==> src/rtl/atm_pkg.sv <==
// Shared definitions for the ATM transaction controller.
//   BAL_W / NUM_ACCTS / ACCT_W : datapath and account-file geometry
//   OP_*                       : Select opcodes
//   ERR_*                      : completion status codes reported on err
//   state_t                    : controller FSM states
package atm_pkg;

  localparam int NUM_ACCTS = 16;
  localparam int ACCT_W    = 4;
  localparam int BAL_W     = 10;

  // Select opcodes
  localparam logic [1:0] OP_INQ = 2'b00;
  localparam logic [1:0] OP_DEP = 2'b01;
  localparam logic [1:0] OP_WDR = 2'b10;
  localparam logic [1:0] OP_XFR = 2'b11;

  // Completion status codes
  localparam logic [1:0] ERR_OK   = 2'b00;
  localparam logic [1:0] ERR_NSF  = 2'b01;  // insufficient funds
  localparam logic [1:0] ERR_OVF  = 2'b10;  // balance would exceed 1023
  localparam logic [1:0] ERR_SAME = 2'b11;  // transfer to the source account

  typedef enum logic [2:0] {
    IDLE   = 3'd0,
    CALC_S = 3'd1,
    CALC_D = 3'd2,
    COMMIT = 3'd3,
    DONE   = 3'd4
  } state_t;

endpackage

==> src/rtl/atm_addsub.sv <==
// Single shared add/subtract unit of the ATM datapath.
//   a, b   : BAL_W-bit unsigned operands
//   sub    : 0 -> a + b, 1 -> a - b
//   result : BAL_W+1 bits; the MSB is the carry (add) or borrow (sub)
module atm_addsub
  import atm_pkg::*;
(
  input  logic [BAL_W-1:0] a,
  input  logic [BAL_W-1:0] b,
  input  logic             sub,
  output logic [BAL_W:0]   result
);

  // Zero-extending both operands makes bit BAL_W the carry for an add and
  // the borrow (a < b) for a subtract.
  always_comb begin
    if (sub) begin
      result = {1'b0, a} - {1'b0, b};
    end else begin
      result = {1'b0, a} + {1'b0, b};
    end
  end

endmodule

==> src/rtl/atm_txn_controller.sv <==
// ATM transaction controller: owns a 16 x 10-bit balance file and runs
// inquiry / deposit / withdraw / transfer through one shared add/sub unit.
// Every transaction is fully checked before any balance is written, and all
// writes of a transaction happen in the single COMMIT cycle.
//
// Ports:
//   clk, rst_n        : clock, asynchronous active-low reset
//   start             : transaction request, sampled only in IDLE
//   Select            : 00 inquiry, 01 deposit, 10 withdraw, 11 transfer
//   AccountNumber_s   : source account
//   AccountNumber_d   : destination account (transfer only)
//   Amount            : transaction amount (ignored for inquiry)
//   busy              : high from acceptance through the done cycle
//   done              : one-cycle completion pulse
//   err               : completion status, held until the next done
//   Balance           : source balance after the transaction, held until next done
//   txn_count         : (ATM_TXN_COUNT_EN only) count of successful non-inquiry txns
//   dbg_state         : current FSM state, for observation
//
// Build option: define ATM_TXN_COUNT_EN to add the txn_count output.
//
// Handshake: a request is accepted on a rising edge where the FSM is in IDLE
// and start=1; the inputs are captured on that edge and never re-sampled.
// done is high for exactly one cycle, during which the FSM is already back in
// IDLE, so a start held high is accepted on the edge that ends the done cycle.
// start while a transaction is in flight is dropped, not queued.
module atm_txn_controller
  import atm_pkg::*;
(
  input  logic              clk,
  input  logic              rst_n,
  input  logic              start,
  input  logic [1:0]        Select,
  input  logic [ACCT_W-1:0] AccountNumber_s,
  input  logic [ACCT_W-1:0] AccountNumber_d,
  input  logic [BAL_W-1:0]  Amount,
  output logic              busy,
  output logic              done,
  output logic [1:0]        err,
  output logic [BAL_W-1:0]  Balance,
`ifdef ATM_TXN_COUNT_EN
  output logic [15:0]       txn_count,
`endif
  output state_t            dbg_state
);

  state_t state, state_next;

  // Captured transaction
  logic [1:0]        sel_r;
  logic [ACCT_W-1:0] s_r;
  logic [ACCT_W-1:0] d_r;
  logic [BAL_W-1:0]  amt_r;

  // Pre-computed results awaiting COMMIT
  logic [BAL_W-1:0]  new_s;
  logic [BAL_W-1:0]  new_d;
  logic [1:0]        err_r;
  logic [1:0]        err_next;

  logic [BAL_W-1:0]  bal [NUM_ACCTS];

  logic              accept;
  logic              load_s;
  logic              load_d;
  logic              commit;
  logic [BAL_W-1:0]  add_a;
  logic              add_sub;
  logic [BAL_W:0]    add_res;

  assign accept    = (state == IDLE) && start;
  assign dbg_state = state;

  atm_addsub u_addsub (
    .a      (add_a),
    .b      (amt_r),
    .sub    (add_sub),
    .result (add_res)
  );

  // ---------------------------------------------------------------------------
  // FSM next-state and datapath control
  // ---------------------------------------------------------------------------
  always_comb begin
    state_next = state;
    err_next   = err_r;
    load_s     = 1'b0;
    load_d     = 1'b0;
    commit     = 1'b0;
    add_a      = bal[s_r];
    add_sub    = 1'b0;

    case (state)
      IDLE: begin
        if (start) begin
          err_next   = ERR_OK;
          state_next = (Select == OP_INQ) ? DONE : CALC_S;
        end
      end

      CALC_S: begin
        add_a   = bal[s_r];
        add_sub = (sel_r != OP_DEP);
        if (add_res[BAL_W]) begin
          err_next   = (sel_r == OP_DEP) ? ERR_OVF : ERR_NSF;
          state_next = DONE;
        end else begin
          load_s     = 1'b1;
          state_next = (sel_r == OP_XFR) ? CALC_D : COMMIT;
        end
      end

      CALC_D: begin
        add_a   = bal[d_r];
        add_sub = 1'b0;
        if (s_r == d_r) begin
          err_next   = ERR_SAME;
          state_next = DONE;
        end else if (add_res[BAL_W]) begin
          err_next   = ERR_OVF;
          state_next = DONE;
        end else begin
          load_d     = 1'b1;
          state_next = COMMIT;
        end
      end

      COMMIT: begin
        commit     = 1'b1;
        state_next = DONE;
      end

      DONE: begin
        state_next = IDLE;
      end

      default: begin
        state_next = IDLE;
      end
    endcase
  end

  always_ff @(posedge clk or negedge rst_n) begin
    if (!rst_n) begin
      state <= IDLE;
    end else begin
      state <= state_next;
    end
  end

  // ---------------------------------------------------------------------------
  // Transaction capture, intermediate results and outputs
  // ---------------------------------------------------------------------------
  always_ff @(posedge clk or negedge rst_n) begin
    if (!rst_n) begin
      sel_r   <= OP_INQ;
      s_r     <= '0;
      d_r     <= '0;
      amt_r   <= '0;
      new_s   <= '0;
      new_d   <= '0;
      err_r   <= ERR_OK;
      busy    <= 1'b0;
      done    <= 1'b0;
      err     <= ERR_OK;
      Balance <= '0;
    end else begin
      if (accept) begin
        sel_r <= Select;
        s_r   <= AccountNumber_s;
        d_r   <= AccountNumber_d;
        amt_r <= Amount;
      end
      if (load_s) begin
        new_s <= add_res[BAL_W-1:0];
      end
      if (load_d) begin
        new_d <= add_res[BAL_W-1:0];
      end
      err_r <= err_next;
      // Outputs are registered off the DONE state, so the done cycle itself is
      // spent in IDLE; busy stays high through it (and beyond, if a held start
      // is accepted at its end).
      busy  <= (state_next != IDLE) || (state == DONE);
      done  <= (state == DONE);
      if (state == DONE) begin
        err     <= err_r;
        Balance <= bal[s_r];
      end
    end
  end

  // ---------------------------------------------------------------------------
  // Balance file. Both halves of a transfer land on the same edge, so a reset
  // can never leave one account debited without the other credited.
  // ---------------------------------------------------------------------------
  always_ff @(posedge clk or negedge rst_n) begin
    if (!rst_n) begin
      for (int i = 0; i < NUM_ACCTS; i++) begin
        bal[i] <= '0;
      end
    end else if (commit) begin
      bal[s_r] <= new_s;
      if (sel_r == OP_XFR) begin
        bal[d_r] <= new_d;
      end
    end
  end

`ifdef ATM_TXN_COUNT_EN
  // Successful balance-changing transactions; wraps naturally at 16 bits.
  always_ff @(posedge clk or negedge rst_n) begin
    if (!rst_n) begin
      txn_count <= '0;
    end else if ((state == DONE) && (err_r == ERR_OK) && (sel_r != OP_INQ)) begin
      txn_count <= txn_count + 16'd1;
    end
  end
`endif

endmodule

==> config.mk <==
export PLATFORM = sky130hd
export DESIGN_NAME = atm_txn_controller
export DESIGN_NICKNAME = d
export VERILOG_FILES = /design/src/rtl/atm_pkg.sv /design/src/rtl/atm_addsub.sv /design/src/rtl/atm_txn_controller.sv
export SDC_FILE = /design/constraint.sdc
export NUM_CORES = 1
export LEC_CHECK = 0
export CORE_MARGIN = 8
export CORE_UTILIZATION = 63
export CTS_CLUSTER_DIAMETER = 200
export DETAILED_ROUTE_END_ITERATION = 10
export PLACE_DENSITY_LB_ADDON = 0.2
export SLEW_MARGIN = 20
export SYNTH_ARGS = -nofsm -noshare
export SYNTH_HDL_FRONTEND = slang
export SYNTH_HIERARCHICAL = 1
export SYNTH_SLANG_ARGS = --single-unit
export TNS_END_PERCENT = 30
==> constraint.sdc <==
create_clock -name clk -period 5.7 [get_ports clk]
set_input_delay 1.14 -clock clk [delete_from_list [all_inputs] [get_ports clk]]
set_output_delay 1.14 -clock clk [all_outputs]
set_load 0.02 [all_outputs]
# Yosys cells after proc, flatten, opt, wreduce, memory -nomap -nowiden
# Cells that the tools add are included.
[word_totals] register_bits=219 in_bits=23 out_inout_bits=17 word_cells=90
[op_classes] add_sub_neg=2 n_lt_le_gt_ge=4 n_eq_ne=11 muxes=34 bitwise=2 n_reduce_logical=9
[op_table] op="160-bit bitwise mux" count=2
[op_table] op="160-bit 2-to-1 mux" count=1
[op_table] op="10-bit binary-select mux with 4-bit select" count=2
[op_table] op="10-bit demux with 4-bit select" count=2
[op_table] op="10-bit 2-to-1 mux" count=7
[op_table] op="3-bit 2-to-1 mux" count=5
[op_table] op="3-bit case mux with 4 select lines" count=1
[op_table] op="10-bit by 10-bit adder with 11-bit output" count=1
[op_table] op="11-bit 2-to-1 mux" count=1
[op_table] op="10-bit by 10-bit subtractor with 11-bit output" count=1
[op_table] op="5-bit greater-or-equal comparator (second input constant)" count=2
[op_table] op="5-bit by 1-bit < comparator with 1-bit output (second input constant)" count=2
[op_table] op="2-bit 2-to-1 mux" count=5
[op_table] op="4-bit NOT with 5-bit output" count=2
[op_table] op="1-bit 2-to-1 mux" count=7
[op_table] op="3-bit by 2-bit equality test with 1-bit output (second input constant)" count=2
[op_table] op="2-bit case mux with 3 select lines" count=1
[op_table] op="3-bit nonzero test" count=2
[op_table] op="4-bit equality test" count=1
[op_table] op="2-bit != test (second input constant)" count=2
[op_table] op="4-bit AND reduction" count=1
[op_table] op="3-bit by 1-bit equality test with 1-bit output (second input constant)" count=1
[op_table] op="3-bit equality test (second input constant)" count=1
[op_table] op="1-bit logical AND" count=3
[op_table] op="other kinds (7)" count=7

# Longest topological paths before layout
[depth] ltp_word=12 ltp_mapped=20 depth_no_buf=17

# Modules after synthesis
# Netlist, hierarchy kept.
[by_module_without_submodules] mod="atm_txn_controller" n_inst=1 cells_each=1070 area_per_inst_um2=12662.1 seq_area_each_um2=5480.3
[by_module_without_submodules] mod="atm_addsub" n_inst=1 cells_each=85 area_per_inst_um2=655.6 seq_area_each_um2=0.0

# Worst setup path before layout
# Ideal clock, no wire load.
[synth_timing] path_kind="reg-to-reg" startpoint="register s_r[2]" endpoint="register new_s[2]" setup_time_ns=0.125 arrival_ns=4.117 t_required_ns=5.575 setup_slack_ns=1.458 path_stages_with_launch=19 path_buffers=4 synth_period_minus_slack_ns=4.242 cell_sequence="dfrtp_1 > buf_6 > buf_6 > clkbuf_1 > mux4_2 > a221oi_2 > a22oi_1 > inv_1 > ha_1 > inv_1 > fa_1 > a21o_1 > a2111oi_4 > o21ai_2 > a21oi_2 > xor2_1 > nor3_1 > buf_2 > mux2_2"
[synth_via] elab_chain_len=9 word_cells_on_any_way=10 classes_between="add/sub: 2; mux: 7; bitwise: 1"
[synth_rtl] item="from (decl)" line="atm_txn_controller.sv:51" source="logic [ACCT_W-1:0] s_r;"
[synth_rtl] item="from (signal assigned)" line="atm_txn_controller.sv:170" source="s_r <= AccountNumber_s;"
[synth_rtl] item="4-bit NOT with 5-bit output (not written as such) (*)" line="atm_txn_controller.sv:90, atm_txn_controller.sv:102"
[synth_rtl] item="10-bit binary-select mux with 4-bit select (*)" line="atm_txn_controller.sv:90, atm_txn_controller.sv:102"
[synth_rtl] item="10-bit 2-to-1 mux (not written as such) (*) (2 in a row)" line="atm_txn_controller.sv:90, atm_txn_controller.sv:102"
[synth_rtl] item="10-bit 2-to-1 mux (*)"
[synth_rtl] item="via add_a[0]" line="atm_txn_controller.sv:67" source="logic [BAL_W-1:0] add_a;"
[synth_rtl] item="10-bit by 10-bit adder with 11-bit output or 10-bit by 10-bit subtractor with 11-bit output (tied branches)" line="atm_addsub.sv:20, atm_addsub.sv:18"
[synth_rtl] item="11-bit 2-to-1 mux (*)" line="atm_addsub.sv:17" source="if (sub) begin"
[synth_rtl] item="via add_res[10]" line="atm_txn_controller.sv:69" source="logic [BAL_W:0] add_res;"
[synth_rtl] item="1-bit 2-to-1 mux (*)" line="atm_txn_controller.sv:104" source="if (add_res[BAL_W]) begin"
[synth_rtl] item="1-bit 2-to-1 mux (*)" line="atm_txn_controller.sv:93" source="case (state)"
[synth_rtl] item="to (signal assigned)" line="atm_txn_controller.sv:175" source="new_s <= add_res[BAL_W-1:0];"
[synth_rtl] item="to (decl)" line="atm_txn_controller.sv:56" source="logic [BAL_W-1:0] new_s;"
# The timed path passes the listed nets; every way through them passes the cells marked *. The select of a mux whose other input is x is not followed.
# A chain may end at the register's enable or synchronous reset.

# Worst setup path in the final report
[layout_timing] startpoint="register s_r[3]" endpoint="register new_d[3]"
[layout_via] elab_chain_len=10 word_cells_on_any_way=12 classes_between="add/sub: 2; eq/ne: 1; mux: 8; bitwise: 1"
[layout_rtl] item="4-bit NOT with 5-bit output (not written as such) (*)" line="atm_txn_controller.sv:90, atm_txn_controller.sv:102"
[layout_rtl] item="10-bit binary-select mux with 4-bit select (*)" line="atm_txn_controller.sv:90, atm_txn_controller.sv:102"
[layout_rtl] item="10-bit 2-to-1 mux (not written as such) (*) (2 in a row)" line="atm_txn_controller.sv:90, atm_txn_controller.sv:102"
[layout_rtl] item="10-bit 2-to-1 mux (*)"
[layout_rtl] item="via add_a[5]" line="atm_txn_controller.sv:67"
[layout_rtl] item="10-bit by 10-bit adder with 11-bit output or 10-bit by 10-bit subtractor with 11-bit output (tied branches)" line="atm_addsub.sv:20, atm_addsub.sv:18"
[layout_rtl] item="11-bit 2-to-1 mux (*)" line="atm_addsub.sv:17"
[layout_rtl] item="via add_res[10]" line="atm_txn_controller.sv:69"
[layout_rtl] item="1-bit 2-to-1 mux (*)" line="atm_txn_controller.sv:119" source="end else if (add_res[BAL_W]) begin"
[layout_rtl] item="1-bit 2-to-1 mux (*)" line="atm_txn_controller.sv:116" source="if (s_r == d_r) begin"
[layout_rtl] item="1-bit 2-to-1 mux (*)" line="atm_txn_controller.sv:93"
[layout_rtl] item="to (signal assigned)" line="atm_txn_controller.sv:178" source="new_d <= add_res[BAL_W-1:0];"
[layout_rtl] item="to (decl)" line="atm_txn_controller.sv:57" source="logic [BAL_W-1:0] new_d;"
# Marks and branches as above.

==> results.cfg <==
[layout]
ff_latch_area_um2 = 5490
synthToLayoutAreaGrowth_pct = 7.99
fillCellCount = 1539
antenna_cells = 0
finish.cell_count_without_fillers = 1397
final_layout_size_suffix_gt1_share_pct = 23.1
final_nets = 1145
multi_input_comb_area_um2 = 7160

[global_route]
overflow = 0
grt-busiest-layer = met2
grt_pass1_wl_mm = 67.4
antenna_found_initial = 0
grt.met3_usage_pct = 10.4
grt_use_met2_pct = 48.1
grt_max_degree = 146
gr-usage-met1_pct = 44.9
first_global_vias = 11000
gr-usage-all-layers_pct = 33.6

[sta]
setup_viol_count_final = 0
fin_worst_hold_slack_ns = 0.495
post-route-period-util_pct = 92.7
clock.fmax_mhz = 189
timing_worst_slew_pin_value_ns = 1.07
rsz0062_at_grt = no
timing.final.ws_setup_ns = 0.414
post-route-min-period_ns = 5.29
fin_tns_setup_ns = 0
maxSlewViolCount = 0
maxSlewHeadroom_pct = 28.9
finalHoldViolCount = 0
clock-skew-final_ns = 0.0102

[setup_path]
crit_path_end_kind = flop
worstPathRequired_ns = 6.11
worst-setup-path-type = reg -> reg
critical_path_peak_fanout = 38
crit_path_max_incr_delay_ns = 0.82
cpMaxStageDelayCell = dfrtp_4
start_kind = flop
critical_path.n_buffers_inverters = 1
path_delay_family = compound AO/OA/AOI/OAI gates
cp_data_arrival_time_ns = 5.69
crit_path_cell_trace = buf_4 > mux4_2 > a22o_1 > a221oi_2 > a22oi_1 > ha_1 > and3_4 > a2111oi_4 > o21ai_2 > a21oi_2 > xor2_1 > a41oi_2 > nand2_1 > mux2_2

[flow_run]
max_capacitance_violation_total = 0

[detailed_routing]
detail-route-antenna-nets = 0
route.detailed.vias_per_inst = 8.12
drc_errors = 0
detail_route.first_pass.iterations = 7
totalWireLength_mm = 44.3
avgRoutedWirePerCell_um = 31.7
drt_iter0_drc = 1738
routed-via-count = 11345

[clock_network]
cts_num_sinks = 219
tritoncts_buffer_count = 24
clk_transition_reported_paths_ns = 0.06
postCtsSetupBuffers = 0
maximum_clock_insertion_buffer_count = 3
tritoncts = done
clk-insertion-delay-late_ns = 0.53
holdBufCountCts = 0
cts_resized = 0
h-tree-depth = 1
cts-root-buf = clkbuf_16

[floorplan]
core_region_area_um2 = 20900
die_area_um2 = 26000
row_count = 53
die-width_um = 161
die_height_um = 161
design.portCount = 40
starting_density_of_the_core_pct = 63.8

[status]
run_status = completed

[synth]
yosys.cell_types.count = 75
synthesis.instances = 1155
synth_edf_count = 0
synth.avg_cell_area_um2 = 11.5
synth-async-reset-ratio_pct = 100
mappedNetlistArea_um2 = 13300
ys_top_cells_by_area = dfrtp_1 41%, a2bb2oi_1 11%, mux4_2 8.3%, o22ai_1 7.5%, mux2_2 6.8%
synth_warnings = 6
yosys.area.top_type = dfrtp_1
synth.net_count = 1191
flip_flop_and_latch_count_after_synthesis = 219
synth.yosys.seq_area_share_pct = 41.1
yosysTopAreaCellShare_pct = 41.1
postSynth.topFlopCell = dfrtp_1

[place]
gp_congestion = 1.08
place.port_buffers = 39
place.detailed.instances = 1358
place.detailed.hpwl_mm = 30.5
place_ws_ns = 0.582

[min_path]
timing.hold.worst.class = reg -> reg

[pwr]
power_density_nw_per_um2 = 731
total_leakage_power_nw = 5.84
vdd.ir_drop.worst_v = 0.000335
power.total_mw = 10.5
==> Yosys cell counts (13+ instances only) <==
library cell	count
buf_1	29
o21ai_2	14
buf_2	24
a2bb2oi_1	164
xnor2_1	15
o22ai_1	160
buf_4	15
mux2i_1	21
a21oi_1	21
clkbuf_1	50
mux4_2	49
dfrtp_1	219
and3_1	13
mux2_2	81
nand2_1	43
==> logic make-up (layout without fill, tap and decap cells) <==
logic type / Yosys count / after routing / share of synthesized area [%]
fa+ha+maj: 13 / 13 / 1.28
buf+inv: 138 / 105 / 5.22
flops: 219 / 219 / 41.1
simple gates: 159 / 159 / 7.81
xor+xnor: 20 / 20 / 1.32
mux: 153 / 153 / 17.0
compound gates: 453 / 453 / 26.2
==> worst register-to-register path, delay by kind of cell (launching register included) <==
kind	cells	cell delay (ns)
compound gates	7	1.52
mux	2	0.94
flops	1	0.82
simple gates	2	0.68
fa+ha+maj	1	0.43
buf+inv	1	0.40
xor+xnor	1	0.38
==> power by group <==
part / internal, mW / total (mW) / switching (mW) / leakage [nW]
logic: 2.49 / 5.20 / 2.70 / 2.63
clock network: 0.968 / 1.60 / 0.636 / 0.388
registers: 2.22 / 3.71 / 1.49 / 2.83
total: 5.68 / 10.5 / 4.83 / 5.84
==> through the flow <==
step | instance area, um2 | utilization, %
2_1_floorplan | 13300 | -
3_3_place_gp | 13600 | 65.0
3_5_place_dp | 13600 | 65.0
4_1_cts | 14400 | 68.8
5_1_grt | 14400 | 68.9
6_report | 14400 | 68.9
==> sequential cells by signal, indices dropped and copies added, names as in the netlist, 2 cells and up <==
name and count:
new_d 10, err_r 2, Balance 10, dbg_state 3, bal 160, amt_r 10
sel_r 2, new_s 10, d_r 4, s_r 4, err 2
==> routing by layer <==
metal | wire length (um) | vias up
met3 | 6400 | 235
met1 | 16300 | 5512
li1 | - | 4553
met5 | 0 | -
met4 | 2950 | 0
met2 | 18600 | 1045
==> placed cells by master, fill, tap and decap left out, types with 6 or more instances in the layout <==
cell | Yosys | final
dfrtp_1 | 219 | 215
o21ai_0 | 11 | 11
xnor2_1 | 15 | 15
nand2_1 | 43 | 43
nor2_1 | 9 | 9
nor3_1 | 8 | 8
a21oi_1 | 21 | 21
ha_1 | 12 | 12
inv_1 | 9 | 9
nor2_2 | 11 | 11
nand2b_1 | 8 | 8
a2bb2oi_1 | 164 | 164
a221oi_2 | 10 | 10
buf_4 | 15 | 16
a222oi_1 | 10 | 10
a22o_1 | 10 | 10
o21ai_2 | 14 | 14
and4bb_2 | 6 | 6
clkdlybuf4s50_1 | 0 | 38
mux2_2 | 81 | 81
a22oi_1 | 10 | 10
nand3_1 | 12 | 12
mux2i_1 | 21 | 21
and3_1 | 13 | 13
o22ai_1 | 160 | 160
clkbuf_16 | 0 | 25
nor2b_1 | 7 | 7
o21ai_1 | 10 | 10
mux4_2 | 49 | 49
a221oi_1 | 6 | 6
==> worst paths after layout <==
kind                                 startpoint                    to  slack [ns]  depth (start not counted)
hold reg to reg            err_r[1]$_DFFE_PN0P_  err_r[1]$_DFFE_PN0P_        0.50                          1
setup / recovery             s_r[3]$_DFFE_PN0P_  new_d[3]$_DFFE_PN0P_        0.41                         14
setup reg to reg             s_r[3]$_DFFE_PN0P_  new_d[3]$_DFFE_PN0P_        0.41                         14
min in group asynchronous                 rst_n  bal[121]$_DFFE_PN0N_        0.58                          1
max in group asynchronous                 rst_n  bal[103]$_DFFE_PN0N_        3.91                          2
hold / removal             err_r[1]$_DFFE_PN0P_  err_r[1]$_DFFE_PN0P_        0.50                          1
==> layout make-up <==
| class | count | area share (%) |
|---|---|---|
| multi-input cells | 798 | 49.8 |
| flip-flops and latches | 219 | 38.2 |
| clock buffers | 31 | 4.72 |
| repair buffers | 57 | 3.86 |
| well taps | 275 | 2.39 |
| clock inverters | 8 | 0.861 |
| inverters | 9 | 0.235 |
Note: power is estimated with default switching activity, not from simulation.
